--- config.mk ---
export PLATFORM = sky130hd
export DESIGN_NAME = hilo_seq
export DESIGN_NICKNAME = d
export VERILOG_FILES = /design/src/rtl/hilo_seq.sv
export SDC_FILE = /design/constraint.sdc
export NUM_CORES = 1
export LEC_CHECK = 0
export ABC_AREA = 1
export BUFFER_PORTS_ARGS = -buffer_cell sky130_fd_sc_hd__buf_2
export CORE_AREA = 3 3 139 141
export CTS_CLUSTER_DIAMETER = 150
export DETAILED_ROUTE_END_ITERATION = 7
export DIE_AREA = 0 0 142 144
export GPL_TIMING_DRIVEN = 0
export PLACE_DENSITY_LB_ADDON = 0.25
export SKIP_CTS_REPAIR_TIMING = 1
export SLEW_MARGIN = 20
export SYNTH_ARGS = -nofsm -noshare
export SYNTH_HDL_FRONTEND = slang
export SYNTH_SLANG_ARGS = --single-unit
export TNS_END_PERCENT = 20
--- constraint.sdc ---
create_clock -name clock -period 5.9 [get_ports clock]
set_clock_uncertainty 0.05 [all_clocks]
set_input_delay 0.295 -clock clock [delete_from_list [all_inputs] [get_ports clock]]
set_output_delay 0.295 -clock clock [all_outputs]
set_load 0.05 [all_outputs]
--- src/rtl/hilo_seq.sv ---
// hilo_seq: multi-cycle sequencer in front of the combinational multiplier and
// divider. It latches the operands, holds them for SETTLE_CYCLES, then captures
// the 64-bit result into the HI/LO register pair. It also services direct HI/LO
// writes from the bus.
//
// Optional feature, selected by the macro HILO_DIVZERO_TRAP_EN:
//   defined   - a divide with a zero divisor skips SETTLE, leaves HI/LO
//               untouched and raises div_zero together with done.
//   undefined - a zero divisor takes the normal path and div_zero is always 0.
module hilo_seq #(
    parameter int DATA_W        = 32,
    parameter int SETTLE_CYCLES = 4    // legal range 1..15
) (
    input  logic                clock,
    input  logic                clear,
    input  logic                start,
    input  logic                op,
    input  logic [DATA_W-1:0]   opa,
    input  logic [DATA_W-1:0]   opb,
    output logic [DATA_W-1:0]   op_a_q,
    output logic [DATA_W-1:0]   op_b_q,
    input  logic [2*DATA_W-1:0] mul_res,
    input  logic [2*DATA_W-1:0] div_res,
    input  logic                hi_wr,
    input  logic                lo_wr,
    input  logic [DATA_W-1:0]   wdata,
    output logic [DATA_W-1:0]   hi_out,
    output logic [DATA_W-1:0]   lo_out,
    output logic                busy,
    output logic                done,
    output logic                div_zero
);

`ifdef HILO_DIVZERO_TRAP_EN
    localparam bit TRAP_EN = 1'b1;
`else
    localparam bit TRAP_EN = 1'b0;
`endif

    localparam logic [3:0] CNT_LOAD = 4'(SETTLE_CYCLES - 1);

    typedef enum logic [1:0] {
        IDLE   = 2'd0,
        SETTLE = 2'd1,
        WRITE  = 2'd2
    } state_t;

    state_t     state;
    logic [3:0] cnt;
    logic       op_q;        // 0 = multiply, 1 = divide
    logic       trap_q;      // current operation is a trapped divide-by-zero
    logic       div_zero_q;
    logic       trap_start;

    // A new request is a trap when the feature is built in and it divides by zero
    assign trap_start = TRAP_EN && op && (opb == '0);
    assign div_zero   = div_zero_q;

    // Sequencer, operand latches and HI/LO register pair
    // NOTE: every register here is updated with <= so all of them sample the
    // pre-edge values; a blocking = would let later statements see new values.
    always_ff @(posedge clock or posedge clear) begin
        if (clear) begin
            state      <= IDLE;
            cnt        <= '0;
            op_q       <= 1'b0;
            trap_q     <= 1'b0;
            div_zero_q <= 1'b0;
            op_a_q     <= '0;
            op_b_q     <= '0;
            hi_out     <= '0;
            lo_out     <= '0;
            busy       <= 1'b0;
            done       <= 1'b0;
        end else begin
            done <= 1'b0;
            case (state)
                IDLE: begin
                    if (hi_wr) hi_out <= wdata;
                    if (lo_wr) lo_out <= wdata;
                    if (start) begin
                        op_a_q     <= opa;
                        op_b_q     <= opb;
                        op_q       <= op;
                        cnt        <= CNT_LOAD;
                        div_zero_q <= 1'b0;
                        busy       <= 1'b1;
                        trap_q     <= trap_start;
                        state      <= trap_start ? WRITE : SETTLE;
                    end
                end
                SETTLE: begin
                    if (hi_wr) hi_out <= wdata;
                    if (lo_wr) lo_out <= wdata;
                    if (cnt == 4'd0) begin
                        state <= WRITE;
                    end else begin
                        cnt <= cnt - 4'd1;
                    end
                end
                WRITE: begin
                    // Result capture owns HI/LO this cycle; bus writes are dropped
                    if (trap_q) begin
                        div_zero_q <= 1'b1;
                    end else if (op_q) begin
                        hi_out <= div_res[2*DATA_W-1:DATA_W];
                        lo_out <= div_res[DATA_W-1:0];
                    end else begin
                        hi_out <= mul_res[2*DATA_W-1:DATA_W];
                        lo_out <= mul_res[DATA_W-1:0];
                    end
                    done  <= 1'b1;
                    busy  <= 1'b0;
                    state <= IDLE;
                end
                default: begin
                    busy  <= 1'b0;
                    state <= IDLE;
                end
            endcase
        end
    end

endmodule

# --- Yosys cells after proc, flatten, opt, wreduce, memory -nomap -nowiden ---
# Index checks and enable logic that the tools add are counted.
totals:
  regBits: 138
  out_inout_bits: 131
op_classes:
  add_sub_neg: 1
  n_eq_ne: 7
  muxes: 17
  n_bitwise: 2
  reduce_logical: 13
op_table:
  columns: ["cell", "count"]
  rows:
  - ["two-way mux 32 bit", 4]
  - ["case mux 32 bit (2 select lines)", 2]
  - ["AND reduction 2 bit", 5]
  - ["two-way mux 4 bit", 2]
  - ["case mux 4 bit (2 select lines)", 1]
  - ["!= test 2 bit, second input constant", 3]
  - ["AND reduction 3 bit", 2]
  - ["nonzero test 2 bit", 3]
  - ["logical NOT 4 bit", 1]
  - ["two-way mux 1 bit", 4]
  - ["two-way mux 2 bit", 2]
  - ["!= test 2 x 1 -> 1 bit, second input constant", 2]
  - ["case mux 2 bit (2 select lines)", 1]
  - ["subtractor 4 x 1 -> 4 bit, second input constant", 1]
  - ["equality test 2 x 1 -> 1 bit, second input constant", 1]
  - ["equality test 2 bit, second input constant", 1]
  - ["logical NOT 2 bit", 1]
  - ["inverter 1 bit", 2]
  - ["case mux 1 bit (2 select lines)", 1]
  - ["OR reduction 2 bit", 1]

# --- Longest topological paths before layout ---
# Gate-level depths: netlist (run 1).
logic_depth:
  word_depth: 4
  mapped_depth: 7

# --- Least setup slack after synthesis (run 1) ---
# Ideal clock, no wire load.
synth_timing:
  path_type: "reg-to-reg"
  start: "register state[1]"
  end: "register op_a_q[0]"
  arrival_ns: 1.056
  t_required_ns: 5.720
  setup_slack_ns: 4.664
  path_stages_with_launch: 7
  n_path_buf: 2
  period_less_slack_ns: 1.236
  path_cell_list: "dfrtp_1 -> inv_2 -> nand3_2 -> buf_4 -> buf_4 -> nand2_1 -> o21ai_0"
synth_between:
  elab_chain_len: 2
synth_lines:
  columns: ["item", "line", "source"]
  rows:
  - ["from (decl)", "48", "state_t state;"]
  - ["from (signal assigned)", "89", "state <= trap_start ? WRITE : SETTLE;"]
  - ["logical NOT 2 bit", "77", "case (state)"]
  - ["AND reduction 2 bit (no line)", null, null]
  - ["to (signal assigned)", "82", "op_a_q <= opa;"]
  - ["to (decl)", "20", "output logic [DATA_W-1:0] op_a_q,"]
# No other way between the ends.
# A chain may end at the register's enable or synchronous reset.

# --- Worst setup path after layout (run 1) ---
layout_timing:
  start: "register state[1]"
  end: "register hi_out[14]"
layout_between:
  elab_chain_len: 4
  elab_cells_between_ends: 8
  classes_between: "eq/ne (3); mux (1); reduce/logical (4)"
layout_lines:
  columns: ["item", "line", "source"]
  rows:
  - ["equality test 2 x 1 -> 1 bit or logical NOT 2 bit (tied branches)", "77", null]
  - ["OR reduction 2 bit (no line)", null, null]
  - ["!= test 2 x 1 -> 1 bit (no line) or nonzero test 2 bit (tied branches)", null, null]
  - ["AND reduction 2 bit (no line)", null, null]
  - ["to (signal assigned)", "79", "if (hi_wr) hi_out <= wdata;"]
  - ["to (signal assigned)", "93", "if (hi_wr) hi_out <= wdata;"]
  - ["to (signal assigned)", "106", "hi_out <= div_res[2*DATA_W-1:DATA_W];"]
  - ["to (decl)", "27", "output logic [DATA_W-1:0] hi_out,"]
# Parallel ways exist; a longest one is shown, timed or not.

==> results.md, run 1 <==
- Outcome: finished clean
- Max-cap viol count: 0
- DR iter-0 viols: 324
- Final setup viols: 0
- Slowest CP cell: clkbuf_1
- NumNets Final: 1450
- WL final: 23.5 mm
- Reg-to-Reg End: hi_out[14]
- Largest net degree at the start of global routing: 88
- Endpoints failing hold: 0
- Buffers on Ports: 359
- NetSw: 3.13 mW
- FF-to-FF path depth: 4
- Min-Delay Startpoint: opb[10]
- Overall Global Routing Usage: 0.222
- Req. time, crit path: 6180 ps
- Crit end category: flip-flop
- Core Rows: 49
- Crit path time final: 1730 ps
- Worst-Skew Late Latency: 410 ps
- First-pass detailed-route iteration total: 5
- Hold path cells: 3
- Synth warn: 0
- Worst Hold Endpoint: op_b_q[10]
- Core Area: 18100 um2
- Gr ovfl total: 0
- Period utilisation layout: 0.294
- Mapped Nets: 1070
- Antenna Nets Post-Route: 0
- Worst slack, placed: 4140 ps
- Worst reg-to-reg setup slack: 4170 ps
- Mean post-synth cell area: 7.68 um2
- Critical Path Start Type: flip-flop
- Worst-path maximum fanout: 10
- Slew Limit Fails: 0
- Number of synthesized register bits: 137
- Die height: 144 um
- Synthesized area: 6440 um2
- Power per cell area: 640 nW/um2
- Post-synth EDFFs: 0
- Sw frac: 0.533
- First-pass GRT wire length: 35.2 mm
- CTS sink cnt: 137
- Critical-path cell list: nand2_4 > clkbuf_1 > nand2_1 > a31oi_1
- Distinct cells, synth: 21
- Worst R2R Start: state[1]
- CTS clk-pin slew, worst paths: 60 ps
- Post-synth top cells: nand2_1, dfrtp_1, nor2_1
- Setup ws final: 4170 ps
- Comb pwr share: 0.551
- Peak VDD IR: 0.254 mV
- Setup TNS Final: 0 ps
- TritonCTS Buffers: 17
- Drc violations: 0
- Layout cells sized above 1: 0.360
- Hold Path Class: input port to flip-flop
- Largest cells by area after synthesis: dfrtp_1, nand2_1, a31oi_1
- Cell count after synthesis: 839
- Max-slew headroom: 0.527
- # IOs: 361
- Clock buffer depth: 2
- Sequential cell fraction of total power: 0.268
- Vias in the first global route: 6377
- Synth Flop Type: dfrtp_1
- RSZ-0062 raised after global routing: false
- Vias per Instance: 4.61
- DP HPWL: 18.1 mm
- Die W: 142 um
- Fillers: 1807
- Die area: 20400 um2
- Yosys top cell by area: dfrtp_1
- CTS tree: built
- Starting Density: 0.356
- Design Area, Final: 9170 um2
- Synth-to-Final Area Change: 42.3%
- Initial antenna violation count: 2
- F_max: 0.577 GHz
- Arrival @ worst endpoint: 2010 ps
- Internal: 2.74 mW
- Vias: 6753
- Placed cell areas: 8560 um2
- Clock share of power: 0.181
- Slowest stage delay, CP: 570 ps
- GP Congestion: 0.811
- Cell leakage power: 5.16 nW
- Worst-Margin Slew: 710 ps
- Count leader, synth: nand2_1
- CTS root buffer: clkbuf_16
- Drt wl/cell: 16.1 um
- Worst setup path class: flip-flop to flip-flop
- Async SR Flop Fraction: 1.00
- Synth top area share: 0.532
- H-tree depth: 4
- Register area share after synthesis: 0.532
## critical path, delay by kind of cell (launching register included)
kind	cells	cell delay [ps]
AND/OR/NAND/NOR	2	360
flip-flops	1	430
AO/OA/AOI/OAI	1	230
buffers and inverters	1	570
## metal layers
layer,track usage,vias up,wire length [um]
met5,0,-,0
met3,0.0456,20,1170
met4,0.0611,0,261
met1,0.286,3137,9940
li1,-,3400,-
met2,0.381,196,12200
## sequential cells by signal, indices dropped and copies added, names as in the netlist
register  count
op_q          1
state         2
op_a_q       32
hi_out       32
busy          1
cnt           4
done          1
op_b_q       32
lo_out       32
## layout make-up
class                           instances  area [um2]  share of cell area
Antenna cell                            3        7.51            0.000819
Buffer                                 51         287              0.0313
Clock buffer                           19         443              0.0483
Clock inverter                         13         145              0.0158
Inverter                               73         282              0.0307
Multi-Input combinational cell        578        2460               0.268
Sequential cell                       137        3430               0.374
Tap cell                              229         287              0.0313
Timing Repair Buffer                  361        1830               0.200
## cells by family (layout without fill, tap and decap cells)
kind of cell	after synthesis	after routing	share of synthesized area
AOI/OAI and AO/OA	133	133	0.116
xor gates and xnor gates	1	1	0.00136
adders and majority gates	1	1	0.00194
buffers and inverters	124	517	0.0870
DFF	137	137	0.532
other	1	4	0.000582
and+or+nand+nor	442	442	0.262
## cell usage in the layout, fill, tap and decap left out
cell	instances
nor2_1	72
a31oi_1	64
dfrtp_1	137
a21oi_1	1
nand2_1	362
dlygate4sd3_1	1
bufinv_16	2
diode_2	3
clkbuf_8	1
buf_2	387
nand3_1	2
conb_1	1
xor2_1	1
clkinv_2	2
clkinvlp_4	3
nand2_4	1
inv_8	1
inv_6	2
o21ai_1	10
clkbuf_16	17
nand2_2	3
buf_6	1
nand4_1	1
inv_2	3
ha_1	1
clkbuf_1	9
clkinv_4	4
buf_16	1
inv_1	69
nand3_2	1
buf_4	14
o21ai_0	58
## power groups by stage
stage / Sequential [mW] / Combinational [mW] / Clock [mW]
6_report: 1.57 / 3.23 / 1.06
5_1_grt: 1.62 / 3.46 / 1.13
3_5_place_dp: 1.58 / 3.26 / 0
2_1_floorplan: 3.02 / 0.908 / 0
4_1_cts: 1.57 / 3.27 / 1.08
3_3_place_gp: 1.57 / 3.23 / 0
## through the flow
stage | hold WS, ps | total power, mW | util | cells
after global placement | 413 | 4.80 | 0.472 | 1427
after floorplan | 378 | 3.93 | - | 839
after global routing | 51.1 | 6.21 | 0.507 | 1463
after detailed placement | 286 | 4.84 | 0.473 | 1428
after CTS | -164 | 5.92 | 0.506 | 1460
final | 55.7 | 5.87 | 0.507 | 1464
## how the worst max path moves through the flow
stage	endpoint	cells after the start	from	slack, ps
after floorplan	busy	1	clear	1890
after global placement	lo_out[24]	2	clear	90
after detailed placement	hi_out[14]	4	state[1]	4140
after CTS	hi_out[14]	4	state[1]	4120
after global routing	hi_out[15]	4	state[1]	4040
final	hi_out[14]	4	state[1]	4170
Power figures use the tool's default switching activity.
==> run 2, diff against run 1 <==
--- a/config.mk
+++ b/config.mk
@@ -5,7 +5,7 @@
 export SDC_FILE = /design/constraint.sdc
 export NUM_CORES = 1
 export LEC_CHECK = 0
-export ABC_AREA = 1
+export ABC_AREA = 0
 export BUFFER_PORTS_ARGS = -buffer_cell sky130_fd_sc_hd__buf_2
 export CORE_AREA = 3 3 139 141
 export CTS_CLUSTER_DIAMETER = 150
==> constraint.sdc (replaced) <==
create_clock -name clock -period 1.55 [get_ports clock]
set_clock_uncertainty 0.05 [all_clocks]
set_input_delay 0.0775 -clock clock [delete_from_list [all_inputs] [get_ports clock]]
set_output_delay 0.0775 -clock clock [all_outputs]
set_load 0.05 [all_outputs]
==> results.md, run 2 <==
- Vias per Instance: 5.15 (+12%)
- Vias in the first global route: 6203 (-2.7%)
- DR iter-0 viols: 339 (+4.6%)
- DR WL met3: 1.84 mm (+57%)
- Fillers: 1440 (-20%)
- Critical Path Start Type: flip-flop
- Layout cells sized above 1: 0.532 (+0.172)
- Critical-path cell list: buf_6 > nor3b_4 > buf_6 > buf_6 > clkbuf_16 > mux2_4
- Clock buffer depth: 2 (unchanged)
- Synth top area share: 0.529 (-0.00257)
- Overall Global Routing Usage: 0.230 (+0.00810)
- CTS clk-pin slew, worst paths: 60 ps (about the same)
- Count leader, synth: dfrtp_1
- F_max: 0.585 GHz (+1.4%)
- Register area share after synthesis: 0.529 (-0.00257)
- Antenna Nets Post-Route: 0 (unchanged)
- Die area: 20400 um2 (unchanged)
- Gr ovfl total: 0 (unchanged)
- CTS root buffer: clkbuf_16
- Drc violations: 0 (unchanged)
- FF+latch area: 3430 um2 (unchanged)
- Uppermost layer routed: met5
- Final Power: 23.6 mW (+300%)
- Core Rows: 49 (unchanged)
- Final Util: 0.623 (+0.116)
- Met1 Wirelength: 10.7 mm (+7.8%)
- Top delay family on crit path: buffers and inverters
- Synth warn: 0 (unchanged)
- Max-cap viol count: 0 (unchanged)
- Endpoints failing hold: 20 (+20)
- NumNets Final: 1316 (-9.2%)
- Final setup viols: 69 (+69)
- Setup TNS Final: -5390 ps (-5390 ps)
- Failing checks: negative hold slack, negative setup slack
- Crit path time final: 1710 ps (-23.9 ps)
- Synth-to-Final Area Change: 74.0%
- Drt wl/cell: 20.3 um (+27%)
- Mean post-synth cell area: 11.2 um2 (+46%)
- Commonest non-fill, non-tap cell in the layout: buf_2
- Starting Density: 0.358 (+0.00173)
- CTS sink cnt: 137 (unchanged)
- GP Congestion: 0.857 (+5.6%)
- Hold Path Class: input port to flip-flop
- Worst-Margin Slew: 718 ps (+7.94 ps)
- Synthesized area: 6480 um2 (+0.49%)
- Worst setup path class: flip-flop to flip-flop
- WL final: 27.0 mm (+15%)
- First-pass GRT wire length: 35.5 mm (+0.72%)
- Die W: 142 um (unchanged)
- Power per cell area: 2090 nW/um2 (+230%)
- TritonCTS Buffers: 17 (unchanged)
- Buffers on Ports: 359 (unchanged)
- DP HPWL: 19.2 mm (+6.2%)
- Vias: 6833 (+1.2%)
- CTS tree: built
- Die height: 144 um (unchanged)
- Async SR Flop Fraction: 1.00 (unchanged)
- Met2 wire length: 13.7 mm (+13%)
- Cell leakage power: 5.31 nW (+2.9%)
- Worst-path maximum fanout: 7 (-3)
- Arrival @ worst endpoint: 1960 ps (-50 ps)
- H-tree depth: 4 (unchanged)
- Yosys top cell by area: dfrtp_1
- Slowest stage delay, CP: 400 ps (-170 ps)
- Max-slew headroom: 0.520 (-0.00630)
- Cell count after synthesis: 578 (-31%)
- Slowest CP cell: dfrtp_1
- Period utilisation layout: 1.10 (+0.809)
- Number of synthesized register bits: 137 (unchanged)
- Most frequent cells in the layout: buf_2, dfrtp_1, dlygate4sd3_1, nor2b_1, nand3_1
- Synth Flop Type: dfrtp_1
- Outcome: finished with violations
- Crit end category: flip-flop
- RSZ-0062 raised after global routing: true
- Distinct cells, synth: 31 (+48%)
- Worst-Skew Late Latency: 420 ps (about the same)
- Post-synth top cells: dfrtp_1, nor2b_1, a211oi_1, nand3_1, o31ai_1
- CP most frequent cell: buf_6
- Largest net degree at the start of global routing: 34 (-61%)
- Mapped Nets: 809 (-24%)
- Peak VDD IR: 1.37 mV (+440%)
- Req. time, crit path: 1800 ps (-4380 ps)
- # IOs: 361 (unchanged)
- Core Area: 18100 um2 (unchanged)
- Worst slack, placed: -258 ps (-4390 ps)
- First-pass detailed-route iteration total: 4 (-1)
- Hold_ws: -38.0 ps (-93.7 ps)
- Initial antenna violation count: 4 (+2)
- Slew Limit Fails: 0 (unchanged)
- Worst Path Buf+Inv: 4 (+3)
- Setup ws final: -159 ps (-4330 ps)
- Largest cells by area after synthesis: dfrtp_1, a211oi_1, o31ai_1
- Post-synth EDFFs: 0 (unchanged)
- Multi-input logic area: 3290 um2 (+34%)
[run 2: through the flow]
| stage | std cells | instance area (um2) |
|---|---|---|
| 2_1_floorplan | 578 | 6480 |
| 3_3_place_gp | 1166 | 8560 |
| 3_5_place_dp | 1170 | 8640 |
| 4_1_cts | 1202 | 9240 |
| 5_1_grt | 1328 | 11300 |
| 6_report | 1328 | 11300 |
[run 2: path summary, 6_finish.rpt]
path                         endpoint  cells past startpoint      start  slack, ps
setup / recovery           op_b_q[20]                      6   state[1]       -160
hold / removal             lo_out[15]                      3  wdata[15]        -40
setup reg to reg           op_b_q[20]                      6   state[1]       -160
hold reg to reg                  busy                      1       busy        430
max in group asynchronous  op_a_q[18]                      5      clear        340
min in group asynchronous   hi_out[6]                      3      clear        270
[run 2: worst reg2reg max path, stage by stage (launching register included)]
cell,delay [ps]
dfrtp_1,400
buf_6,140
nor3b_4,250
buf_6,170
buf_6,130
clkbuf_16,150
mux2_4,290
[run 2: final cells by class]
| type | instances | share of cell area |
|---|---|---|
| flip-flops and latches | 137 | 0.304 |
| clock inverters | 14 | 0.0135 |
| diodes | 1 | 0.000222 |
| clock buffers | 18 | 0.0390 |
| well taps | 229 | 0.0254 |
| multi-input cells | 383 | 0.292 |
| plain buffers | 53 | 0.0415 |
| inverters | 5 | 0.00244 |
| repair buffers | 488 | 0.282 |
[run 2: cell families after synthesis]
kind of cell | count (synthesis) | share of synthesized area
AOI/OAI and AO/OA | 138 | 0.159
adders and majority gates | 1 | 0.00193
buffers and inverters | 58 | 0.0471
DFF | 137 | 0.529
muxes | 66 | 0.115
other | 1 | 0.000579
and+or+nand+nor | 177 | 0.147
[run 2: metal layers]
metal / up-vias / GRT usage
li1: 3134 / -
met1: 3357 / 0.272
met2: 278 / 0.394
met3: 58 / 0.0784
met4: 6 / 0.0742
met5: - / 0
[run 2: power by group]
part           switching [mW]  total [mW]  internal [mW]
clock network            1.87        4.09           2.21
registers               0.887        6.04           5.16
logic                    9.19        13.5           4.29
total                    11.9        23.6           11.7
